### config.mk
export PLATFORM = sky130hd
export DESIGN_NAME = rc_sequencer_flat
export DESIGN_NICKNAME = d
export VERILOG_FILES = /design/src/rtl/rc_sequencer_if.sv /design/src/rtl/rc_sequencer.sv /design/src/flat_wrapper.sv
export SDC_FILE = /design/constraint.sdc
export NUM_CORES = 1
export LEC_CHECK = 0
export BUFFER_PORTS_ARGS = -buffer_cell sky130_fd_sc_hd__buf_2
export CAP_MARGIN = 20
export CORE_MARGIN = 4
export CORE_UTILIZATION = 45
export CTS_CLUSTER_DIAMETER = 50
export DETAILED_ROUTE_END_ITERATION = 8
export GPL_TIMING_DRIVEN = 0
export PLACE_DENSITY = 0.75
export SLEW_MARGIN = 10
export SYNTH_ARGS = -nofsm -noshare
export SYNTH_HDL_FRONTEND = slang
export SYNTH_SLANG_ARGS = --single-unit
### constraint.sdc
create_clock -name clk -period 2.2 [get_ports clk]
set_clock_uncertainty 0.15 [all_clocks]
set_input_delay 0 -clock clk [delete_from_list [all_inputs] [get_ports clk]]
set_output_delay 0 -clock clk [all_outputs]
set_load 0.03 [all_outputs]
### src/rtl/rc_sequencer_if.sv
// rc_sequencer_if
//   Host-side request/result bundle of the USB receive-chain sequencer.
//   master : protocol layer (drives rx_req/rx_type/rx_cancel, reads results)
//   slave  : rc_sequencer
// Signals
//   rx_req      host -> seq  start receive (sampled in IDLE only)
//   rx_type     host -> seq  0 = handshake, 1 = data
//   rx_cancel   host -> seq  cancel an in-progress receive
//   busy        seq -> host  high in every state except IDLE
//   rx_done     seq -> host  one-cycle completion pulse
//   rx_ok       seq -> host  valid with rx_done, 1 = success
//   rx_err      seq -> host  valid with rx_done, result code
//   hshake_out  seq -> host  last captured handshake PID
//   data_out    seq -> host  last captured data payload
//   rx_retries  seq -> host  retries used by the current/last request
interface rc_sequencer_if;
  logic        rx_req;
  logic        rx_type;
  logic        rx_cancel;
  logic        busy;
  logic        rx_done;
  logic        rx_ok;
  logic [2:0]  rx_err;
  logic [7:0]  hshake_out;
  logic [63:0] data_out;
  logic [1:0]  rx_retries;

  modport master (
    output rx_req, rx_type, rx_cancel,
    input  busy, rx_done, rx_ok, rx_err, hshake_out, data_out, rx_retries
  );

  modport slave (
    input  rx_req, rx_type, rx_cancel,
    output busy, rx_done, rx_ok, rx_err, hshake_out, data_out, rx_retries
  );
endinterface

### src/rtl/rc_sequencer.sv
// rc_sequencer
//   Arms the USB receive chain (rc_dpdm -> decode_nrzi -> bitUnstuffer ->
//   bs_decoder -> rc_crc) for a handshake or data packet, supervises the
//   sync and packet timeouts, aborts the chain on any error or cancel,
//   captures the received result and acknowledges it with pkt_rec.
// Optional feature
//   RC_RETRY_EN : when defined, errors 1-5 re-arm the chain automatically up
//                 to MAX_RETRY times before the last error is reported.
//                 When undefined there is no retry path and rx_retries is 0.
// Ports
//   clk, rst_n      clock (posedge) and asynchronous active-low reset
//   host            rc_sequencer_if.slave request/result bundle
//   got_sync        chain: sync pattern detected
//   EOP_error       chain: bad EOP
//   PID_error       chain: PID check failed
//   CRC_error       chain: CRC mismatch
//   pkt_status      chain: packet received
//   rc_hshake       chain: received handshake PID
//   rc_data         chain: received data payload
//   receive_hshake  arm chain for handshake
//   receive_data    arm chain for data
//   abort           flush all chain stages
//   pkt_rec         one-cycle ack that the chain result was consumed
module rc_sequencer #(
  parameter int SYNC_TIMEOUT = 255,
  parameter int PKT_TIMEOUT  = 255,
  parameter int ABORT_CYCLES = 2,
  parameter int MAX_RETRY    = 3
) (
  input  logic          clk,
  input  logic          rst_n,
  rc_sequencer_if.slave host,
  input  logic          got_sync,
  input  logic          EOP_error,
  input  logic          PID_error,
  input  logic          CRC_error,
  input  logic          pkt_status,
  input  logic [7:0]    rc_hshake,
  input  logic [63:0]   rc_data,
  output logic          receive_hshake,
  output logic          receive_data,
  output logic          abort,
  output logic          pkt_rec
);

  localparam int MAX_TO = (SYNC_TIMEOUT > PKT_TIMEOUT) ? SYNC_TIMEOUT : PKT_TIMEOUT;
  localparam int CW     = $clog2(MAX_TO + 1);

  localparam logic [CW-1:0] SYNC_LAST  = CW'(SYNC_TIMEOUT - 1);
  localparam logic [CW-1:0] PKT_LAST   = CW'(PKT_TIMEOUT - 1);
  localparam logic [CW-1:0] ABORT_LAST = CW'(ABORT_CYCLES - 1);
  localparam logic [1:0]    RETRY_LIM  = 2'(MAX_RETRY);

  localparam logic [2:0] ERR_NONE    = 3'd0;
  localparam logic [2:0] ERR_SYNC_TO = 3'd1;
  localparam logic [2:0] ERR_PKT_TO  = 3'd2;
  localparam logic [2:0] ERR_EOP     = 3'd3;
  localparam logic [2:0] ERR_PID     = 3'd4;
  localparam logic [2:0] ERR_CRC     = 3'd5;
  localparam logic [2:0] ERR_CANCEL  = 3'd6;

`ifdef RC_RETRY_EN
  localparam bit RETRY_EN = 1'b1;
`else
  localparam bit RETRY_EN = 1'b0;
`endif

  typedef enum logic [2:0] {
    IDLE,
    WAIT_SYNC,
    RECV,
    CAPTURE,
    DONE,
    ABORT,
    REPORT
  } state_t;

  state_t        state, state_nx;
  logic          type_q, type_nx;
  logic [CW-1:0] cnt, cnt_nx;
  logic [2:0]    err_q, err_nx;
  logic [1:0]    retry_q, retry_nx;
  logic          retry_go;

  logic          busy_q, done_q, ok_q;
  logic [2:0]    rx_err_q;
  logic [7:0]    hshake_q;
  logic [63:0]   data_q;

  // Retry is decided when the abort window closes; cancel never retries.
  assign retry_go = RETRY_EN && (err_q != ERR_CANCEL) && (retry_q < RETRY_LIM);

  always_comb begin
    state_nx = state;
    type_nx  = type_q;
    err_nx   = err_q;
    retry_nx = retry_q;
    cnt_nx   = cnt;

    case (state)
      IDLE: begin
        if (host.rx_req) begin
          state_nx = WAIT_SYNC;
          type_nx  = host.rx_type;
          retry_nx = 2'd0;
        end
      end
      WAIT_SYNC: begin
        if (host.rx_cancel) begin
          state_nx = ABORT;
          err_nx   = ERR_CANCEL;
        end else if (got_sync) begin
          state_nx = RECV;
        end else if (cnt == SYNC_LAST) begin
          state_nx = ABORT;
          err_nx   = ERR_SYNC_TO;
        end
      end
      RECV: begin
        // Fixed priority when several chain events land in the same cycle.
        if (host.rx_cancel) begin
          state_nx = ABORT;
          err_nx   = ERR_CANCEL;
        end else if (EOP_error) begin
          state_nx = ABORT;
          err_nx   = ERR_EOP;
        end else if (PID_error) begin
          state_nx = ABORT;
          err_nx   = ERR_PID;
        end else if (CRC_error) begin
          state_nx = ABORT;
          err_nx   = ERR_CRC;
        end else if (pkt_status) begin
          state_nx = CAPTURE;
        end else if (cnt == PKT_LAST) begin
          state_nx = ABORT;
          err_nx   = ERR_PKT_TO;
        end
      end
      CAPTURE: state_nx = DONE;
      DONE:    state_nx = IDLE;
      ABORT: begin
        if (cnt == ABORT_LAST) begin
          if (retry_go) begin
            state_nx = WAIT_SYNC;
            retry_nx = retry_q + 1'b1;
          end else begin
            state_nx = REPORT;
          end
        end
      end
      REPORT:  state_nx = IDLE;
      default: state_nx = IDLE;
    endcase

    // One counter serves both timeouts and the abort window: it restarts on
    // every state change and saturates instead of wrapping.
    if ((state_nx != state) || (state == IDLE)) begin
      cnt_nx = '0;
    end else if (cnt != '1) begin
      cnt_nx = cnt + 1'b1;
    end
  end

  always_ff @(posedge clk or negedge rst_n) begin
    if (!rst_n) begin
      state   <= IDLE;
      type_q  <= 1'b0;
      cnt     <= '0;
      err_q   <= ERR_NONE;
      retry_q <= 2'd0;
    end else begin
      state   <= state_nx;
      type_q  <= type_nx;
      cnt     <= cnt_nx;
      err_q   <= err_nx;
      retry_q <= retry_nx;
    end
  end

  // Outputs are registered from the next state so they line up with the
  // state they describe and drop in the same cycle the abort rises.
  always_ff @(posedge clk or negedge rst_n) begin
    if (!rst_n) begin
      receive_hshake <= 1'b0;
      receive_data   <= 1'b0;
      abort          <= 1'b0;
      pkt_rec        <= 1'b0;
      busy_q         <= 1'b0;
      done_q         <= 1'b0;
      ok_q           <= 1'b0;
      rx_err_q       <= ERR_NONE;
      hshake_q       <= 8'h00;
      data_q         <= 64'h0;
    end else begin
      receive_hshake <= ((state_nx == WAIT_SYNC) || (state_nx == RECV)) && !type_nx;
      receive_data   <= ((state_nx == WAIT_SYNC) || (state_nx == RECV)) && type_nx;
      abort          <= (state_nx == ABORT);
      pkt_rec        <= (state_nx == CAPTURE);
      busy_q         <= (state_nx != IDLE);
      done_q         <= (state_nx == DONE) || (state_nx == REPORT);
      ok_q           <= (state_nx == DONE);
      if (state_nx == DONE) begin
        rx_err_q <= ERR_NONE;
      end else if (state_nx == REPORT) begin
        rx_err_q <= err_q;
      end
      // Chain result is sampled while pkt_rec acknowledges it.
      if (state == CAPTURE) begin
        if (!type_q) begin
          hshake_q <= rc_hshake;
        end else begin
          data_q <= rc_data;
        end
      end
    end
  end

  assign host.busy       = busy_q;
  assign host.rx_done    = done_q;
  assign host.rx_ok      = ok_q;
  assign host.rx_err     = rx_err_q;
  assign host.hshake_out = hshake_q;
  assign host.data_out   = data_q;
`ifdef RC_RETRY_EN
  assign host.rx_retries = retry_q;
`else
  assign host.rx_retries = 2'b00;
`endif

endmodule
### src/flat_wrapper.sv
// flat-port wrapper written by rule: the top's interface ports become plain ports
module rc_sequencer_flat 
#(
  parameter int SYNC_TIMEOUT = 255,
  parameter int PKT_TIMEOUT  = 255,
  parameter int ABORT_CYCLES = 2,
  parameter int MAX_RETRY    = 3
)
  (clk, rst_n, got_sync, EOP_error, PID_error, CRC_error, pkt_status, rc_hshake, rc_data, receive_hshake, receive_data, abort, pkt_rec, host_rx_req, host_rx_type, host_rx_cancel, host_busy, host_rx_done, host_rx_ok, host_rx_err, host_hshake_out, host_data_out, host_rx_retries);
  rc_sequencer_if host_i ();
  input  logic clk;
  input  logic rst_n;
  input  logic got_sync;
  input  logic EOP_error;
  input  logic PID_error;
  input  logic CRC_error;
  input  logic pkt_status;
  input  logic [7:0] rc_hshake;
  input  logic [63:0] rc_data;
  output logic receive_hshake;
  output logic receive_data;
  output logic abort;
  output logic pkt_rec;
  input wire logic [$bits(host_i.rx_req)-1:0] host_rx_req;
  input wire logic [$bits(host_i.rx_type)-1:0] host_rx_type;
  input wire logic [$bits(host_i.rx_cancel)-1:0] host_rx_cancel;
  output wire logic [$bits(host_i.busy)-1:0] host_busy;
  output wire logic [$bits(host_i.rx_done)-1:0] host_rx_done;
  output wire logic [$bits(host_i.rx_ok)-1:0] host_rx_ok;
  output wire logic [$bits(host_i.rx_err)-1:0] host_rx_err;
  output wire logic [$bits(host_i.hshake_out)-1:0] host_hshake_out;
  output wire logic [$bits(host_i.data_out)-1:0] host_data_out;
  output wire logic [$bits(host_i.rx_retries)-1:0] host_rx_retries;
  assign host_i.rx_req = host_rx_req;
  assign host_i.rx_type = host_rx_type;
  assign host_i.rx_cancel = host_rx_cancel;
  assign host_busy = host_i.busy;
  assign host_rx_done = host_i.rx_done;
  assign host_rx_ok = host_i.rx_ok;
  assign host_rx_err = host_i.rx_err;
  assign host_hshake_out = host_i.hshake_out;
  assign host_data_out = host_i.data_out;
  assign host_rx_retries = host_i.rx_retries;
  rc_sequencer #(.SYNC_TIMEOUT(SYNC_TIMEOUT), .PKT_TIMEOUT(PKT_TIMEOUT), .ABORT_CYCLES(ABORT_CYCLES), .MAX_RETRY(MAX_RETRY)) u_core (.clk(clk), .rst_n(rst_n), .host(host_i), .got_sync(got_sync), .EOP_error(EOP_error), .PID_error(PID_error), .CRC_error(CRC_error), .pkt_status(pkt_status), .rc_hshake(rc_hshake), .rc_data(rc_data), .receive_hshake(receive_hshake), .receive_data(receive_data), .abort(abort), .pkt_rec(pkt_rec));
endmodule
==> results.sh, run 1 <==
export IMPL_status="finished, final reports clean"
export IMPL_synth_edf_count=0
export IMPL_synth_cells=284
export IMPL_yosysUniqueCellTypes=46
export IMPL_ant_nets=0
export IMPL_stdcell_area_sq_mm=0.00611
export IMPL_drt_iter0_drc=106
export IMPL_cp_slowest_cell="dlygate4sd3_1"
export IMPL_drv_slew=0
export IMPL_hold_class="input pin to flop"
export IMPL_h_tree_depth=3
export IMPL_nNetsFinal=628
export IMPL_viasPerCell=4.83
export IMPL_rsz0062_at_grt="false"
export IMPL_tns_ns=0
export IMPL_drc_errors=0
export IMPL_fin_crit_ns=2.09
export IMPL_power_density_mw_per_mm2=1350
export IMPL_dp_hpwl_mm=6.89
export IMPL_reg2reg_depth=6
export IMPL_clk_pin_slew_ns=0.09
export IMPL_fmax_mhz=479
export IMPL_coreArea_sq_mm=0.00876
export IMPL_crit_arrival_ns=2.18
export IMPL_netlist_area_sq_mm=0.00405
export IMPL_crit_type="input pin to flop"
export IMPL_synth_warnings=0
export IMPL_die_y_um=103
export IMPL_worstSetupPathDepth=8
export IMPL_gp_congestion=0.810
export IMPL_grt_overflow=0
export IMPL_slowest_delay_ns=0.62
export IMPL_area_growth_pct=50.6
export IMPL_std_cell_rows=34
export IMPL_path_common_cell="dlygate4sd3_1"
export IMPL_cts_sinks=97
export IMPL_num_io_pins=166
export IMPL_p_total_w=0.00827
export IMPL_synth_seq_cells=97
export IMPL_start_util_pct=46.3
export IMPL_insertion_delay_ns=0.35
export IMPL_worstPathCellList="dlygate4sd3_1 > buf_2 > nor4_4 > dlygate4sd3_1 > o311ai_2 > o21ai_4 > xor2_2 > nor3_1"
export IMPL_drive_gt1_share_pct=51.1
export IMPL_dp_cells=557
export IMPL_path_buf_inv=3
export IMPL_ir_worst_vdd_mv=0.770
export IMPL_synthArstFlopShare_pct=100
export IMPL_cp_max_fo=7
export IMPL_leakagePower_nw=2.95
export IMPL_clock_root_buffer="clkbuf_8"
export IMPL_critical_path_top_delay_family="buffers and inverters"
export IMPL_grt_pass1_wl_mm=16.2
export IMPL_maxCapViolations=0
export IMPL_cts_buffers=9
export IMPL_final_cells=657
export IMPL_synth_seq_area_share_pct=59.9
export IMPL_num_vias=3173
export IMPL_worst_setup_path_end_kind="flop"
export IMPL_hold_depth=3
export IMPL_antenna_found_initial=0
export IMPL_wl_mm=10.5
export IMPL_hold_viol_final=0
export IMPL_start_kind="input pin"
export IMPL_syn_avg_cell_area_sq_um=14.3
export IMPL_critical_path_required_ns=2.29
export IMPL_cts_tree="yes"
export IMPL_setup_violations_final=0
export IMPL_grt_pass1_vias=3271
export IMPL_finalCritPeriodShare_pct=95.0
export IMPL_cts_path_max_buffers=2
export IMPL_grt_max_degree=62
export IMPL_groute_usage_overall_pct=19.8
export IMPL_drt_wirelength_per_cell_um=16.1
export IMPL_fp_dieW_um=103
export IMPL_synth_ff_type="dfrtp_1"
export IMPL_first_pass_iters=4
export IMPL_portBuffers=163
export IMPL_utilization_pct=69.7
export IMPL_post_cts_buffers=0
export IMPL_dpl_cell_area_sq_mm=0.00504
export IMPL_dieArea_sq_mm=0.0106
-- synth_stat cells, types with 2 or more instances --
cell type   n  area (sq um)
ha_1        3          37.5
inv_1      12          45.0
buf_4       4          30.0
nand2_1     7          26.3
nor2_1     15          56.3
xor2_1      2          17.5
mux2i_1     3          30.0
nand3_1     5          25.0
o2111ai_1   2          17.5
xnor2_1     2          17.5
nor3b_1     2          15.0
buf_2       7          35.0
and3_1      2          12.5
dfrtp_1    97          2430
a22oi_2     2          25.0
mux2_1      3          33.8
a21oi_1     6          30.0
nor3_1      4          20.0
mux2_2     71           800
o21ai_0     7          35.0
o211ai_1    2          15.0
nor2b_1     2          12.5
-- registers in the layout (all words and copies together), names as in the netlist --
register and cells:
u_core.host.rx_ok 1, u_core.abort 1, u_core.pkt_rec 1, u_core.cnt 8, u_core.host.hshake_out 8, u_core.host.rx_err 3
u_core.host.data_out 64, u_core.receive_hshake 1, u_core.err_q 3, u_core.receive_data 1, u_core.type_q 1, u_core.host.rx_done 1
u_core.host.busy 1, u_core.state 3
-- repair_timing --
action	4_1_cts	5_1_grt
resized for setup	0	1
hold buffers	83	0
endpoints found under the setup margin	0	2
hold endpoints to repair	178	0
-- stage by stage --
step / setup slack [ns] / hold slack (ns)
after floorplan: 0.355 / -0.446
after global placement: 0.0641 / 0.0632
after detailed placement: 0.204 / -0.147
after CTS: 0.109 / 0.0307
after global routing: 0.0267 / 0.0500
final: 0.110 / 0.0476
-- path summary, 6_finish.rpt --
path                                          start                  endpoint  slack, ns
max in group asynchronous                     rst_n     u_core.host.rx_err[1]       0.44
setup / recovery                          CRC_error     u_core.receive_hshake       0.11
min in group asynchronous                     rst_n             u_core.cnt[0]       0.53
setup reg to reg                      u_core.cnt[0]           u_core.err_q[0]       0.18
hold reg to reg            u_core.host.data_out[19]  u_core.host.data_out[19]       0.35
hold / removal                          host_rx_req             u_core.type_q       0.05
-- worst register-to-register path, delay by kind of cell (launching register included) --
kind            cells  cell delay (ns)
compound gates      2             0.51
flops               1             0.41
mux                 1             0.38
fa+ha+maj           1             0.20
simple gates        1             0.19
buf+inv             1             0.08
-- cell type report --
cell class                      count  area, sq um
Clock buffer                       11          141
Tap cell                          108          135
Inverter                           12         45.0
Antenna cell                        1         2.50
Fill cell                         604         2660
Multi-Input combinational cell    164         1520
Timing Repair Buffer              247         1680
Buffer                             12         76.3
Sequential cell                    97         2430
Clock inverter                      5         86.3
-- report_power, final --
| group | leakage, nW | total, W | switching [W] | internal (W) |
|---|---|---|---|---|
| Combinational | 1.66 | 0.00397 | 0.00253 | 0.00143 |
| Sequential | 1.18 | 0.00301 | 0.000418 | 0.00259 |
| Clock | 0.114 | 0.00129 | 0.000611 | 0.000681 |
-- logic make-up after synthesis --
family,Yosys count,share of synthesized area [%]
AO/OA/AOI/OAI,28,5.96
adder cells (fa/ha/maj),3,0.926
multiplexers,77,21.3
AND/OR/NAND/NOR,50,7.99
buffers and inverters,24,2.99
XOR/XNOR,4,0.864
flip-flops,97,59.9
other,1,0.0925
-- layer usage --
layer	vias to the layer above	part of all wire, %	wire, um	global-route usage [%]
li1	1511	-	-	-
met4	0	1.6	166	5.78
met1	1530	39	4160	23.9
met2	114	51	5370	34.8
met3	18	8.0	842	5.28
met5	-	0	0	0
-- cell usage in the layout (no fill, tap or decap), types with 2 or more instances in the layout --
cell,n
a21oi_1,6
mux2_1,3
dfrtp_1,97
nor3_1,4
mux2i_1,3
o21ai_0,7
buf_2,169
dlygate4sd3_1,83
nand2_1,7
inv_1,12
conb_1,2
bufinv_16,2
xnor2_1,2
ha_1,3
nor2_1,15
nor3b_1,2
buf_4,5
o2111ai_1,2
mux2_2,71
nor2b_1,2
a22oi_2,2
nand3_1,5
o211ai_1,2
clkbuf_8,10
clkinv_4,2
and3_1,2
(Power assumes the default switching activity.)
==> inputs of run 2 (changes only) <==
--- a/config.mk
+++ b/config.mk
@@ -7,12 +7,14 @@
 export LEC_CHECK = 0
 export BUFFER_PORTS_ARGS = -buffer_cell sky130_fd_sc_hd__buf_2
 export CAP_MARGIN = 20
+export CELL_PAD_IN_SITES_DETAIL_PLACEMENT = 0
+export CELL_PAD_IN_SITES_GLOBAL_PLACEMENT = 2
 export CORE_MARGIN = 4
-export CORE_UTILIZATION = 45
+export CORE_UTILIZATION = 31
 export CTS_CLUSTER_DIAMETER = 50
 export DETAILED_ROUTE_END_ITERATION = 8
 export GPL_TIMING_DRIVEN = 0
-export PLACE_DENSITY = 0.75
+export PLACE_DENSITY_LB_ADDON = 0.1
 export SLEW_MARGIN = 10
 export SYNTH_ARGS = -nofsm -noshare
 export SYNTH_HDL_FRONTEND = slang
==> run 2 against run 1 <==
- sequential share of layout area shrank 0.83 points
- combinational power shrank 1%
- register-to-register slack gained 0.03 ns
- wire length shrank 5.3%
- core utilization shrank 21 points
- global-route usage shrank 6.0 points
- sequential power shrank 2%
- sequential cell count is the same
- setup slack gained 0.049 ns
- critical path depth shrank 2
- die area grew 41%
==> results.sh, run 2 (synthesis gave the netlist of run 1 again) <==
export IMPL_status="finished, final reports clean"
export IMPL_regArea_sq_mm=0.00243
export IMPL_layout_commonest_cell="buf_2"
export IMPL_diodes=0
export IMPL_grt_max_degree=54
export IMPL_hold_viol_final=0
export IMPL_portBuffers=163
export IMPL_pwr_share_clk_pct=18.2
export IMPL_n_fill_cell=1201
export IMPL_tns_ns=0
export IMPL_most_common_layout_cells="buf_2, dfrtp_1, dlygate4sd3_1"
export IMPL_dp_hpwl_mm=7.06
export IMPL_wl_mm=9.98
export IMPL_cts_sinks=97
export IMPL_maxCapViolations=0
export IMPL_fin_crit_ns=2.04
export IMPL_area_growth_pct=54.0
export IMPL_pre_cts_slack_ns=0.166
export IMPL_worstMarginPinSlew_ns=0.596
export IMPL_seq_power_share_pct=35.2
export IMPL_pwr_share_comb_pct=46.6
export IMPL_coreArea_sq_mm=0.0127
export IMPL_die_y_um=122
export IMPL_drt_wirelength_per_cell_um=13.9
export IMPL_drt_iter0_drc=146
export IMPL_multi_input_area_sq_mm=0.00154
export IMPL_crit_arrival_ns=2.12
export IMPL_clock_root_buffer="clkbuf_16"
export IMPL_intPower_w=0.00490
export IMPL_power_density_mw_per_mm2=1350
export IMPL_cp_max_fo=6
export IMPL_num_io_pins=166
export IMPL_rsz0062_at_grt="false"
export IMPL_nNetsFinal=625
export IMPL_worst_setup_path_end_kind="flop"
export IMPL_setup_violations_final=0
export IMPL_cts_buffers=9
export IMPL_clk_pin_slew_ns=0.06
export IMPL_layout_setup_ws_ns=0.159
export IMPL_drc_errors=0
export IMPL_drive_gt1_share_pct=51.8
export IMPL_gp_congestion=0.712
export IMPL_drv_slew=0
export IMPL_start_util_pct=31.9
export IMPL_num_vias=3042
export IMPL_viasPerCell=4.25
export IMPL_critical_path_required_ns=2.28
export IMPL_std_cell_rows=41
export IMPL_ir_worst_vdd_mv=0.617
export IMPL_grt_pass1_vias=3188
export IMPL_finalCritPeriodShare_pct=92.8
export IMPL_hold_class="input pin to flop"
export IMPL_first_pass_iters=4
export IMPL_h_tree_depth=3
export IMPL_grt_overflow=0
export IMPL_grt_pass1_wl_mm=15.9
export IMPL_start_kind="input pin"
export IMPL_insertion_delay_ns=0.34
export IMPL_dieArea_sq_mm=0.0150
export IMPL_largest_reg_flops=64
export IMPL_crit_type="input pin to flop"
export IMPL_cts_path_max_buffers=2
export IMPL_post_cts_buffers=0
export IMPL_switching_share_pct=41.8
export IMPL_leakagePower_nw=2.96
export IMPL_ant_nets=0
export IMPL_switchingPower_w=0.00352
export IMPL_fp_dieW_um=122
export IMPL_utilization_pct=49.1
export IMPL_antenna_found_initial=0
export IMPL_cts_tree="yes"
export IMPL_fmax_mhz=490
export IMPL_slew_headroom_pct=60.3
export IMPL_groute_usage_overall_pct=13.8
-- run 2: cell count changes in the layout (fill, tap and decap cells not counted), moves of 2 or more --
cell / previous run / this run
clkinv_4: 2 / 0
clkbuf_8: 10 / 0
dlygate4sd3_1: 83 / 80
clkinv_2: 0 / 2
clkbuf_16: 0 / 9
-- run 2: power groups by stage --
stage	combinational, W	clock, W	sequential [W]
CTS	0.00398	0.00160	0.00297
global placement	0.00384	0	0.00297
global route	0.00419	0.00167	0.00308
finish	0.00392	0.00153	0.00296
detailed placement	0.00386	0	0.00300
floorplan	0.00116	0	0.00450
-- run 2: cell type report --
type | instances | area share [%]
clock inverter | 5 | 0.902
clock buffer | 10 | 3.67
inverter | 12 | 0.722
multi-input combinational | 164 | 24.7
timing repair buffer | 244 | 26.4
buffer | 12 | 1.22
tap | 172 | 3.45
sequential | 97 | 38.9
-- run 2: stage by stage --
stage,hold slack (ns),area [sq um],power (W),std cells
2_1_floorplan,-0.446,4060,0.00566,285
3_3_place_gp,0.0667,5090,0.00681,620
3_5_place_dp,-0.101,5120,0.00686,621
4_1_cts,0.0126,6200,0.00854,716
5_1_grt,0.0369,6240,0.00894,716
6_report,0.0288,6240,0.00841,716
-- run 2: layer usage --
metal / GRT usage, % / up-vias / share of wire [%] / routed length, um
li1: - / 1505 / - / -
met1: 16.2 / 1426 / 41 / 4080
met2: 23.8 / 98 / 50 / 5000
met3: 4.70 / 13 / 7.9 / 784
met4: 4.62 / 0 / 1.2 / 122
met5: 0 / - / 0 / 0
-- run 2: final timing paths --
check                                start                      end  slack, ns  cells after the start
min                            host_rx_req            u_core.type_q       0.03                      3
min in group asynchronous            rst_n  u_core.host.data_out[7]       0.06                      2
max in group asynchronous            rst_n            u_core.cnt[4]       1.17                      3
min reg2reg                u_core.err_q[2]          u_core.err_q[2]       0.33                      2
max reg2reg                  u_core.cnt[0]          u_core.err_q[0]       0.21                      6
max                              CRC_error          u_core.err_q[0]       0.16                      6
-- run 2: timing repair --
item,CTS,global route
gates resized for setup,0,6
endpoints found under the hold margin,175,0
hold buffers,80,0
setup endpoints to repair,0,3
-- run 2: worst max-delay path, cell delays in order --
cell and delay [ns]:
dlygate4sd3_1 0.54, buf_2 0.15, nor4_4 0.48, o31ai_4 0.16
a22oi_2 0.40, mux2_2 0.38
==> inputs of run 3 (changes only) <==
--- a/config.mk
+++ b/config.mk
@@ -10,7 +10,7 @@
 export CELL_PAD_IN_SITES_DETAIL_PLACEMENT = 0
 export CELL_PAD_IN_SITES_GLOBAL_PLACEMENT = 2
 export CORE_MARGIN = 4
-export CORE_UTILIZATION = 31
+export CORE_UTILIZATION = 33
 export CTS_CLUSTER_DIAMETER = 50
 export DETAILED_ROUTE_END_ITERATION = 8
 export GPL_TIMING_DRIVEN = 0
==> constraint.sdc (replaced) <==
create_clock -name clk -period 2.6 [get_ports clk]
set_clock_uncertainty 0.15 [all_clocks]
set_input_delay 0 -clock clk [delete_from_list [all_inputs] [get_ports clk]]
set_output_delay 0 -clock clk [all_outputs]
set_load 0.03 [all_outputs]
==> run 3 against run 2 <==
- global-route usage up 1.3 points
- sequential share of layout area up 0.45 points
- first-iteration DRC count decreased by 38%
- power fell by 15%
- sequential power is 15% lower
- setup slack better by 0.31 ns
- combinational power decreased by 15%
==> results.sh, run 3 (synthesis gave the netlist of run 1 again) <==
export IMPL_antenna_found_initial=0
export IMPL_groute_usage_overall_pct=15.1
export IMPL_rsz0062_at_grt="false"
export IMPL_wl_mm=10.2
export IMPL_coreArea_sq_mm=0.0120
export IMPL_drc_errors=0
export IMPL_worst_setup_path_end_kind="flop"
export IMPL_dieArea_sq_mm=0.0141
export IMPL_insertion_delay_ns=0.34
export IMPL_num_io_pins=166
export IMPL_switchingPower_w=0.00297
export IMPL_most_common_layout_cells="buf_2, dfrtp_1, dlygate4sd3_1"
export IMPL_path_buf_inv=3
export IMPL_start_util_pct=33.8
export IMPL_largest_reg_flops=64
export IMPL_clock_root_buffer="clkbuf_16"
export IMPL_ir_worst_vdd_mv=0.431
export IMPL_die_y_um=119
export IMPL_grt_pass1_wl_mm=17.1
export IMPL_switching_share_pct=41.6
export IMPL_portBuffers=163
export IMPL_slowest_delay_ns=0.61
export IMPL_worstMarginPinSlew_ns=0.536
export IMPL_std_cell_rows=40
export IMPL_cts_sinks=97
export IMPL_slew_headroom_pct=64.3
export IMPL_crit_type="input pin to flop"
export IMPL_setup_violations_final=0
export IMPL_drt_iter0_drc=90
export IMPL_drt_wirelength_per_cell_um=14.8
export IMPL_diodes=0
export IMPL_area_growth_pct=52.1
export IMPL_worstPathCellList="dlygate4sd3_1 > buf_2 > nor4_4 > dlygate4sd3_1 > o311ai_2 > o21ai_4 > xor2_1 > nor2_1"
export IMPL_critical_path_required_ns=2.67
export IMPL_ant_nets=0
export IMPL_fin_crit_ns=2.13
export IMPL_dp_hpwl_mm=7.06
export IMPL_fmax_mhz=469
export IMPL_first_pass_iters=4
export IMPL_cp_slowest_cell="dlygate4sd3_1"
export IMPL_viasPerCell=4.54
export IMPL_fp_dieW_um=119
export IMPL_start_kind="input pin"
export IMPL_grt_max_degree=59
export IMPL_status="finished, final reports clean"
export IMPL_pwr_share_clk_pct=18.4
export IMPL_cts_buffers=9
export IMPL_layout_commonest_cell="buf_2"
export IMPL_crit_arrival_ns=2.21
export IMPL_intPower_w=0.00417
export IMPL_pwr_share_comb_pct=46.5
export IMPL_drive_gt1_share_pct=50.8
export IMPL_cts_path_max_buffers=2
export IMPL_num_vias=3135
export IMPL_h_tree_depth=3
export IMPL_cts_tree="yes"
export IMPL_finalCritPeriodShare_pct=82.0
export IMPL_nNetsFinal=624
export IMPL_maxCapViolations=0
export IMPL_leakagePower_nw=2.96
export IMPL_critical_path_top_delay_family="buffers and inverters"
export IMPL_gp_congestion=0.723
export IMPL_cts_resized=0
export IMPL_fin_hold_ws_ns=0.0110
export IMPL_seq_power_share_pct=35.1
export IMPL_hold_class="input pin to flop"
export IMPL_drv_slew=0
export IMPL_tns_ns=0
export IMPL_hold_viol_final=0
export IMPL_post_cts_buffers=0
export IMPL_power_density_mw_per_mm2=1160
export IMPL_grt_pass1_vias=3270
export IMPL_clk_pin_slew_ns=0.06
export IMPL_grt_overflow=0
export IMPL_cp_max_fo=7
export IMPL_path_common_cell="dlygate4sd3_1"
export IMPL_postCtsHoldBufs=79
export IMPL_n_fill_cell=1062
run 3: cell count changes in the layout (fill, tap and decap cells not counted), sizes merged:
| cell | delta |
|---|---|
| clkbuf | +3 |
| clkinv | -1 |
| clkinvlp | -1 |
| dlygate4sd3 | -1 |
| inv | -1 |
run 3: worst paths after layout:
| kind | end | start | cells after the start | slack, ns |
|---|---|---|---|---|
| worst max-delay path | u_core.receive_data | CRC_error | 8 | 0.47 |
| worst min-delay path | u_core.err_q[0] | EOP_error | 4 | 0.01 |
| worst max register to register | u_core.host.rx_err[0] | u_core.state[2] | 6 | 0.53 |
| worst min register to register | u_core.err_q[1] | u_core.err_q[1] | 2 | 0.34 |
| max in group asynchronous | u_core.err_q[1] | rst_n | 3 | 1.59 |
| min in group asynchronous | u_core.host.data_out[46] | rst_n | 2 | 0.04 |
run 3: final cells by class:
| class | instances | area (sq um) | area share [%] |
|---|---|---|---|
| flip-flops and latches | 97 | 2430 | 39.4 |
| repair buffers | 243 | 1640 | 26.5 |
| multi-input cells | 164 | 1510 | 24.5 |
| clock buffers | 13 | 250 | 4.06 |
| well taps | 147 | 184 | 2.98 |
| plain buffers | 12 | 76.3 | 1.24 |
| inverters | 12 | 45.0 | 0.730 |
| clock inverters | 2 | 38.8 | 0.629 |
run 3: per-stage QoR:
stage | cells | utilization, % | total power (W) | area [sq um] | setup WS [ns]
final | 690 | 51.3 | 0.00714 | 6170 | 0.468
after global routing | 690 | 51.3 | 0.00759 | 6170 | 0.300
after CTS | 690 | 51.3 | 0.00724 | 6170 | 0.487
after detailed placement | 596 | 42.4 | 0.00581 | 5090 | 0.548
after global placement | 595 | 42.1 | 0.00577 | 5060 | 0.304
after floorplan | 285 | - | 0.00479 | 4060 | 0.755
run 3: per-layer routing:
metal  share of wire (%)  global-route usage, %  wire (um)  up-vias
met1                  43                   19.3       4400     1510
met5                   0                      0          0        -
met3                 5.8                   3.70        590       16
li1                    -                      -          -     1501
met4                 2.6                   6.66        267        0
met2                  48                   24.3       4930      108
run 3: power groups by stage:
stage               logic (W)  registers, W  clock network (W)
global placement      0.00326       0.00251                  0
detailed placement    0.00327       0.00253                  0
finish                0.00332       0.00251            0.00131
floorplan            0.000980       0.00381                  0
global route          0.00355       0.00260            0.00143
CTS                   0.00337       0.00251            0.00137
run 3: worst reg2reg max path, cell delays in order (launching register included):
cell      delay (ns)
dfrtp_1         0.37
buf_6           0.14
nor3b_1         0.45
a21oi_1         0.17
a22oi_2         0.30
nand2b_4        0.23
mux2i_1         0.19
